<file path="src/rtl/dcache_pkg.sv">
// Shared encodings and byte-lane helpers for the direct-mapped write-through data cache.
package dcache_pkg;

    localparam logic [1:0] W_NONE = 2'b00;
    localparam logic [1:0] W_BYTE = 2'b01;
    localparam logic [1:0] W_HALF = 2'b10;
    localparam logic [1:0] W_WORD = 2'b11;

    localparam int LINE_WORDS    = 4;
    localparam int WORD_OFF_BITS = 2;
    localparam int OFFSET_BITS   = 4;

    typedef enum logic [1:0] {
        ST_IDLE,
        ST_REFILL,
        ST_WRITE
    } state_t;

    // Misaligned accesses fall back to the natural boundary by ignoring low address bits.
    function automatic logic [3:0] strobe_of(input logic [1:0] width, input logic [1:0] boff);
        case (width)
            W_BYTE:  return 4'b0001 << boff;
            W_HALF:  return 4'b0011 << {boff[1], 1'b0};
            W_WORD:  return 4'b1111;
            default: return 4'b0000;
        endcase
    endfunction

    function automatic logic [31:0] replicate_of(input logic [1:0] width, input logic [31:0] data);
        case (width)
            W_BYTE:  return {4{data[7:0]}};
            W_HALF:  return {2{data[15:0]}};
            default: return data;
        endcase
    endfunction

    function automatic logic [31:0] load_extract(input logic [1:0] width, input logic [1:0] boff,
                                                 input logic [31:0] word);
        case (width)
            W_BYTE:  return {24'b0, word[{boff, 3'b000} +: 8]};
            W_HALF:  return {16'b0, word[{boff[1], 4'b0000} +: 16]};
            default: return word;
        endcase
    endfunction

endpackage

</file>
<file path="src/rtl/dcache_data_ram.sv">
// Cache data store: byte-writable line array with an asynchronous read port.
module dcache_data_ram
    import dcache_pkg::*;
#(
    parameter int LINES    = 16,
    parameter int IDX_BITS = $clog2(LINES)
) (
    input  logic                clk,
    input  logic [3:0]          we,
    input  logic [IDX_BITS-1:0] windex,
    input  logic [1:0]          wword,
    input  logic [31:0]         wdata,
    input  logic [IDX_BITS-1:0] rindex,
    input  logic [1:0]          rword,
    output logic [31:0]         rdata
);

    logic [31:0] mem [LINES][LINE_WORDS];

    always_ff @(posedge clk) begin
        for (int b = 0; b < 4; b++) begin
            if (we[b]) begin
                mem[windex][wword][b*8 +: 8] <= wdata[b*8 +: 8];
            end
        end
    end

    assign rdata = mem[rindex][rword];

endmodule

</file>
<file path="src/rtl/dcache.sv">
// Direct-mapped, write-through, no-write-allocate data cache with a word-serial memory port.
module dcache
    import dcache_pkg::*;
#(
    parameter int LINES = 16
) (
    input  logic        clk,
    input  logic        rst_n,
    input  logic        ex_req_i,
    input  logic        ex_we_i,
    input  logic [31:0] ex_addr_i,
    input  logic [31:0] ex_wdata_i,
    input  logic [1:0]  ex_width_i,
    output logic [31:0] dcache_data_o,
    output logic        dcache_data_valid_o,
    output logic        dcache_stall_o,
    output logic        mem_req_o,
    output logic        mem_we_o,
    output logic [31:0] mem_addr_o,
    output logic [31:0] mem_wdata_o,
    output logic [3:0]  mem_wstrb_o,
    input  logic [31:0] mem_rdata_i,
    input  logic        mem_ack_i
);

    localparam int IDX_BITS = $clog2(LINES);
    localparam int TAG_BITS = 32 - OFFSET_BITS - IDX_BITS;

    logic [IDX_BITS-1:0] index;
    logic [TAG_BITS-1:0] tag;
    logic [1:0]          word_sel;
    logic                access;
    logic                hit;

    logic [TAG_BITS-1:0] tags [LINES];
    logic [LINES-1:0]    valid;

    state_t              state;
    logic [1:0]          beat;
    logic                wr_hit;
    logic [IDX_BITS-1:0] cur_index;
    logic [TAG_BITS-1:0] cur_tag;
    logic [1:0]          cur_word;

    logic [3:0]          ram_we;
    logic [1:0]          ram_wword;
    logic [31:0]         ram_wdata;
    logic [31:0]         ram_rdata;

    assign index    = ex_addr_i[OFFSET_BITS +: IDX_BITS];
    assign tag      = ex_addr_i[31 -: TAG_BITS];
    assign word_sel = ex_addr_i[3:2];
    assign access   = ex_req_i & (ex_width_i != W_NONE);
    assign hit      = valid[index] & (tags[index] == tag);

    assign dcache_stall_o = ((state == ST_IDLE) & access & (~hit | ex_we_i))
                          | (state == ST_REFILL)
                          | ((state == ST_WRITE) & ~mem_ack_i);

    always_comb begin
        ram_we    = 4'b0000;
        ram_wword = beat;
        ram_wdata = mem_rdata_i;
        if (state == ST_REFILL && mem_ack_i) begin
            ram_we = 4'b1111;
        end else if (state == ST_WRITE && mem_ack_i && wr_hit) begin
            ram_we    = mem_wstrb_o;
            ram_wword = cur_word;
            ram_wdata = mem_wdata_o;
        end
    end

    dcache_data_ram #(
        .LINES    (LINES),
        .IDX_BITS (IDX_BITS)
    ) u_data_ram (
        .clk    (clk),
        .we     (ram_we),
        .windex (cur_index),
        .wword  (ram_wword),
        .wdata  (ram_wdata),
        .rindex (index),
        .rword  (word_sel),
        .rdata  (ram_rdata)
    );

    // Tag written only on the final beat so an aborted refill never looks valid.
    always_ff @(posedge clk) begin
        if (state == ST_REFILL && mem_ack_i && beat == 2'd3) begin
            tags[cur_index] <= cur_tag;
        end
    end

    always_ff @(posedge clk or negedge rst_n) begin
        if (!rst_n) begin
            state               <= ST_IDLE;
            beat                <= 2'd0;
            wr_hit              <= 1'b0;
            cur_index           <= '0;
            cur_tag             <= '0;
            cur_word            <= 2'd0;
            valid               <= '0;
            mem_req_o           <= 1'b0;
            mem_we_o            <= 1'b0;
            mem_addr_o          <= 32'd0;
            mem_wdata_o         <= 32'd0;
            mem_wstrb_o         <= 4'd0;
            dcache_data_o       <= 32'd0;
            dcache_data_valid_o <= 1'b0;
        end else begin
            dcache_data_valid_o <= 1'b0;
            case (state)
                ST_IDLE: begin
                    if (access) begin
                        if (ex_we_i) begin
                            state       <= ST_WRITE;
                            wr_hit      <= hit;
                            cur_index   <= index;
                            cur_word    <= word_sel;
                            mem_req_o   <= 1'b1;
                            mem_we_o    <= 1'b1;
                            mem_addr_o  <= {ex_addr_i[31:2], 2'b00};
                            mem_wdata_o <= replicate_of(ex_width_i, ex_wdata_i);
                            mem_wstrb_o <= strobe_of(ex_width_i, ex_addr_i[1:0]);
                        end else if (hit) begin
                            dcache_data_o       <= load_extract(ex_width_i, ex_addr_i[1:0], ram_rdata);
                            dcache_data_valid_o <= 1'b1;
                        end else begin
                            state       <= ST_REFILL;
                            beat        <= 2'd0;
                            cur_index   <= index;
                            cur_tag     <= tag;
                            mem_req_o   <= 1'b1;
                            mem_we_o    <= 1'b0;
                            mem_addr_o  <= {ex_addr_i[31:4], 4'b0000};
                            mem_wstrb_o <= 4'b0000;
                        end
                    end
                end
                ST_REFILL: begin
                    if (mem_ack_i) begin
                        beat            <= beat + 2'd1;
                        mem_addr_o[3:2] <= beat + 2'd1;
                        if (beat == 2'd3) begin
                            valid[cur_index] <= 1'b1;
                            state            <= ST_IDLE;
                            mem_req_o        <= 1'b0;
                        end
                    end
                end
                ST_WRITE: begin
                    if (mem_ack_i) begin
                        state     <= ST_IDLE;
                        mem_req_o <= 1'b0;
                        mem_we_o  <= 1'b0;
                    end
                end
                default: state <= ST_IDLE;
            endcase
        end
    end

endmodule

</file>
<file path="config.mk">
export PLATFORM = sky130hd
export DESIGN_NAME = dcache
export DESIGN_NICKNAME = d
export VERILOG_FILES = /design/src/rtl/dcache_pkg.sv /design/src/rtl/dcache_data_ram.sv /design/src/rtl/dcache.sv
export SDC_FILE = /design/constraint.sdc
export NUM_CORES = 2
export LEC_CHECK = 0
export BUFFER_PORTS_ARGS = -buffer_cell sky130_fd_sc_hd__buf_4
export CORE_ASPECT_RATIO = 0.8
export CORE_UTILIZATION = 55
export CTS_BUF_LIST = sky130_fd_sc_hd__clkbuf_8
export CTS_CLUSTER_DIAMETER = 50
export DETAILED_ROUTE_END_ITERATION = 10
export PLACE_DENSITY = 0.71
export SLEW_MARGIN = 20
export SYNTH_ARGS = -nofsm -noshare
export SYNTH_HDL_FRONTEND = slang
export SYNTH_SLANG_ARGS = --single-unit
</file>
<file path="constraint.sdc">
create_clock -name clk -period 6 [get_ports clk]
set_input_delay 0 -clock clk [delete_from_list [all_inputs] [get_ports clk]]
set_output_delay 0 -clock clk [all_outputs]
set_load 0.01 [all_outputs]
</file>
==> key figures <==
Synth
  • Mapped Cells: 4720
  • Leading post-synthesis cells by cell area: edfxtp_1, mux4_2, dfrtp_1
  • Cell taking the most area after synthesis: edfxtp_1
  • Yosys Warn Count: 0
  • Count leader, synth: edfxtp_1
  • Yosys top cell area share: 0.720
  • Mean cell area of the mapped netlist: 21.5 um2
  • FF+latch count, synth: 2580
  • Post-synth design cell area: 101000 um2
  • Most frequent cells after synthesis: edfxtp_1, mux4_2, nor2_1
  • Part of the Yosys area used for sequential elements: 0.756
  • Ys flop type: edfxtp_1
  • Distinct cells, synth: 71
  • Asr flop ratio synth: 0.0574
  • Post-synth EDFFs: 2432

Setup path
  • Startpoint types: flop
  • Crit-path max FO: 33
  • Worst Path Arrival: 5.20 ns
  • Crit path required time: 6.00 ns
  • Setup Crit Path Kind: reg2out
  • Worst setup EP type: output port
  • Worst reg2reg path depth: 10

Timing
  • Max Slew Vio Count: 0
  • Min cycle time layout: 5.20 ns
  • # setup viols final: 0
  • Final Cycle Share: 0.867
  • Slew margin rel.: 0.237
  • RSZ-0062 raised after global routing: no
  • Worst clock skew: 0.0963 ns
  • Slew @ Worst Pin: 1.14 ns
  • PnR worst setup slack: 0.800 ns
  • Fin. Hold Viols: 0
  • Fmax: 0.192 GHz
  • Sum Neg Setup Slack: 0 ns

Status
  • Status: completed

Floorplan
  • Core Rows: 140
  • Die area: 186000 um2
  • Starting density of the core: 0.555
  • # IOs: 207
  • Core ar.: 183000 um2
  • Die W: 482 um
  • Chip height: 386 um

Power and ir drop
  • Net switching power: 9800 uW
  • Tot Pwr: 38800 uW
  • Pwr dens: 337 nW/um2
  • Leakage power: 0.0377 uW
  • Switching share of total power: 0.253
  • Internal: 29000 uW
  • Worst VDD drop: 232 uV
  • Sequential Power Share: 0.550
  • Gate power share: 0.103
  • Clock Power Share: 0.347

Clocking
  • Clock-pin slew on the worst setup and hold paths: 0.06 ns
  • H-tree depth: 5
  • CTS max path bufs: 4
  • Clk sinks: 2580
  • CTS Buf Count: 395
  • Clock Tree Root: clkbuf_8
  • Worst-skew pair later-pin latency: 1.04 ns
  • CTS tree: done
  • Setup bufs post-CTS: 0

Place
  • Post-DP HPWL: 146 mm
  • Port Buffer Count: 204
  • Pre-CTS setup slack: 1.11 ns
  • GPL Wtd Cong: 0.851

Finish
  • Fraction of layout cells with a size suffix above 1: 0.298
  • Nets@finish: 5465
  • Fill count: 12100
  • Area growth from synthesis to layout: 13.3%

Drt
  • Final wirelength: 250 mm
  • Residual DRC count: 0
  • Routed via count: 51800
  • DR iter-0 viols: 6533
  • Pre-antenna DRT Iters: 8
  • DR WL/cell: 31.0 um
  • Vias per std cell: 6.41
  • Post-DRT Antenna Nets: 0

Global routing
  • Initial antenna violation count: 18
  • First-pass GRT wire length: 361 mm
  • Pin count of the biggest net entering global routing: 130
  • Via count of the first global-routing pass: 51700
  • Overall Global Routing Usage: 0.272
  • Grt ovf: 0

Job
  • Max Cap Violations: 0

Hold path
  • Worst Hold Class: in2reg
  • Hold Path Cell Cnt: 5
==> power by group through the flow <==
stage	clock network [uW]	logic [uW]	registers, uW
floorplan	0	1990	21400
CTS	13600	3940	21300
global placement	0	3660	21600
global route	14300	4190	21400
detailed placement	0	3710	21700
finish	13400	4010	21300
==> routing by layer <==
metal	vias up	wire [um]	GRT usage
met5	-	18	0
met4	4	8910	0.0989
met3	548	25100	0.0606
met2	3050	117000	0.410
met1	27300	99100	0.395
li1	20900	-	-
==> flip-flops by register name, indices dropped and copies added, names as in the netlist, 2 cells and up <==
signal,flops
u_data_ram.mem,2048
tags,384
dcache_data_o,32
mem_wdata_o,32
mem_addr_o,27
cur_tag,24
valid,16
mem_wstrb_o,4
cur_index,3
beat,2
cur_word,2
state,2
==> cell usage in the layout, fill, tap and decap left out, types with 35 or more instances in the layout <==
cell              n
edfxtp_1       2432
mux4_2          709
clkbuf_8        414
nor2_1          337
buf_4           293
dlygate4sd3_1   195
dfrtp_1         148
inv_1           142
nand2_1         140
mux2i_1         118
clkinv_1         97
mux2_2           96
a21oi_1          55
clkinv_2         50
o21ai_0          38
a22oi_1          35
==> what timing repair did <==
action,in CTS,in global routing
hold endpoints to repair,1999,320
hold buffers,191,5
resized for setup,0,0
==> worst max-delay path: stages, from the launching register on <==
cell,delay [ns]
edfxtp_1,0.37
mux4_2,0.48
mux2i_1,0.20
o21ai_1,0.10
xnor2_1,0.25
o2111ai_1,0.19
nor4_2,0.87
nand2_2,0.38
o211a_4,0.56
or3b_1,0.57
buf_4,0.19
==> cells by family (layout without fill, tap and decap cells) <==
kind of cell,after synthesis,in the layout,synth area share
adder cells (fa/ha/maj),9,9,0.00111
AND/OR/NAND/NOR,623,623,0.0263
AO/OA/AOI/OAI,230,230,0.0153
other,1,10,0.0000370
XOR/XNOR,28,28,0.00242
buffers and inverters,293,1230,0.0144
multiplexers,956,956,0.184
flip-flops,2580,2580,0.756
==> worst paths after layout <==
| path | start | end | slack (ns) |
|---|---|---|---|
| worst max-delay path | tags[11][9] | dcache_stall_o | 0.80 |
| worst min-delay path | ex_we_i | mem_addr_o[2] | 0.12 |
| worst max register to register | tags[11][9] | mem_addr_o[21] | 1.43 |
| worst min register to register | valid[13] | valid[13] | 0.46 |
| max in group asynchronous | rst_n | mem_wdata_o[0] | 5.04 |
| min in group asynchronous | rst_n | mem_addr_o[7] | 0.15 |
==> area by class of cell <==
type | instances | area (um2) | area share
well taps | 2414 | 3020 | 0.0263
inverters | 21 | 80.1 | 0.000696
repair buffers | 507 | 4520 | 0.0393
clock inverters | 288 | 1420 | 0.0124
flip-flops and latches | 2580 | 76700 | 0.667
clock buffers | 414 | 5700 | 0.0496
diodes | 8 | 20.0 | 0.000174
multi-input cells | 1848 | 23500 | 0.204
==> through the flow <==
stage	cells	cell area (um2)	utilization	hold slack (ns)
finish	8080	115000	0.629	0.124
global route	8079	115000	0.629	0.0717
global placement	7170	106000	0.579	-0.00358
CTS	8064	115000	0.628	0.00701
detailed placement	7171	106000	0.579	0.00654
floorplan	4721	101000	-	-0.296
(Power assumes the default switching activity.)
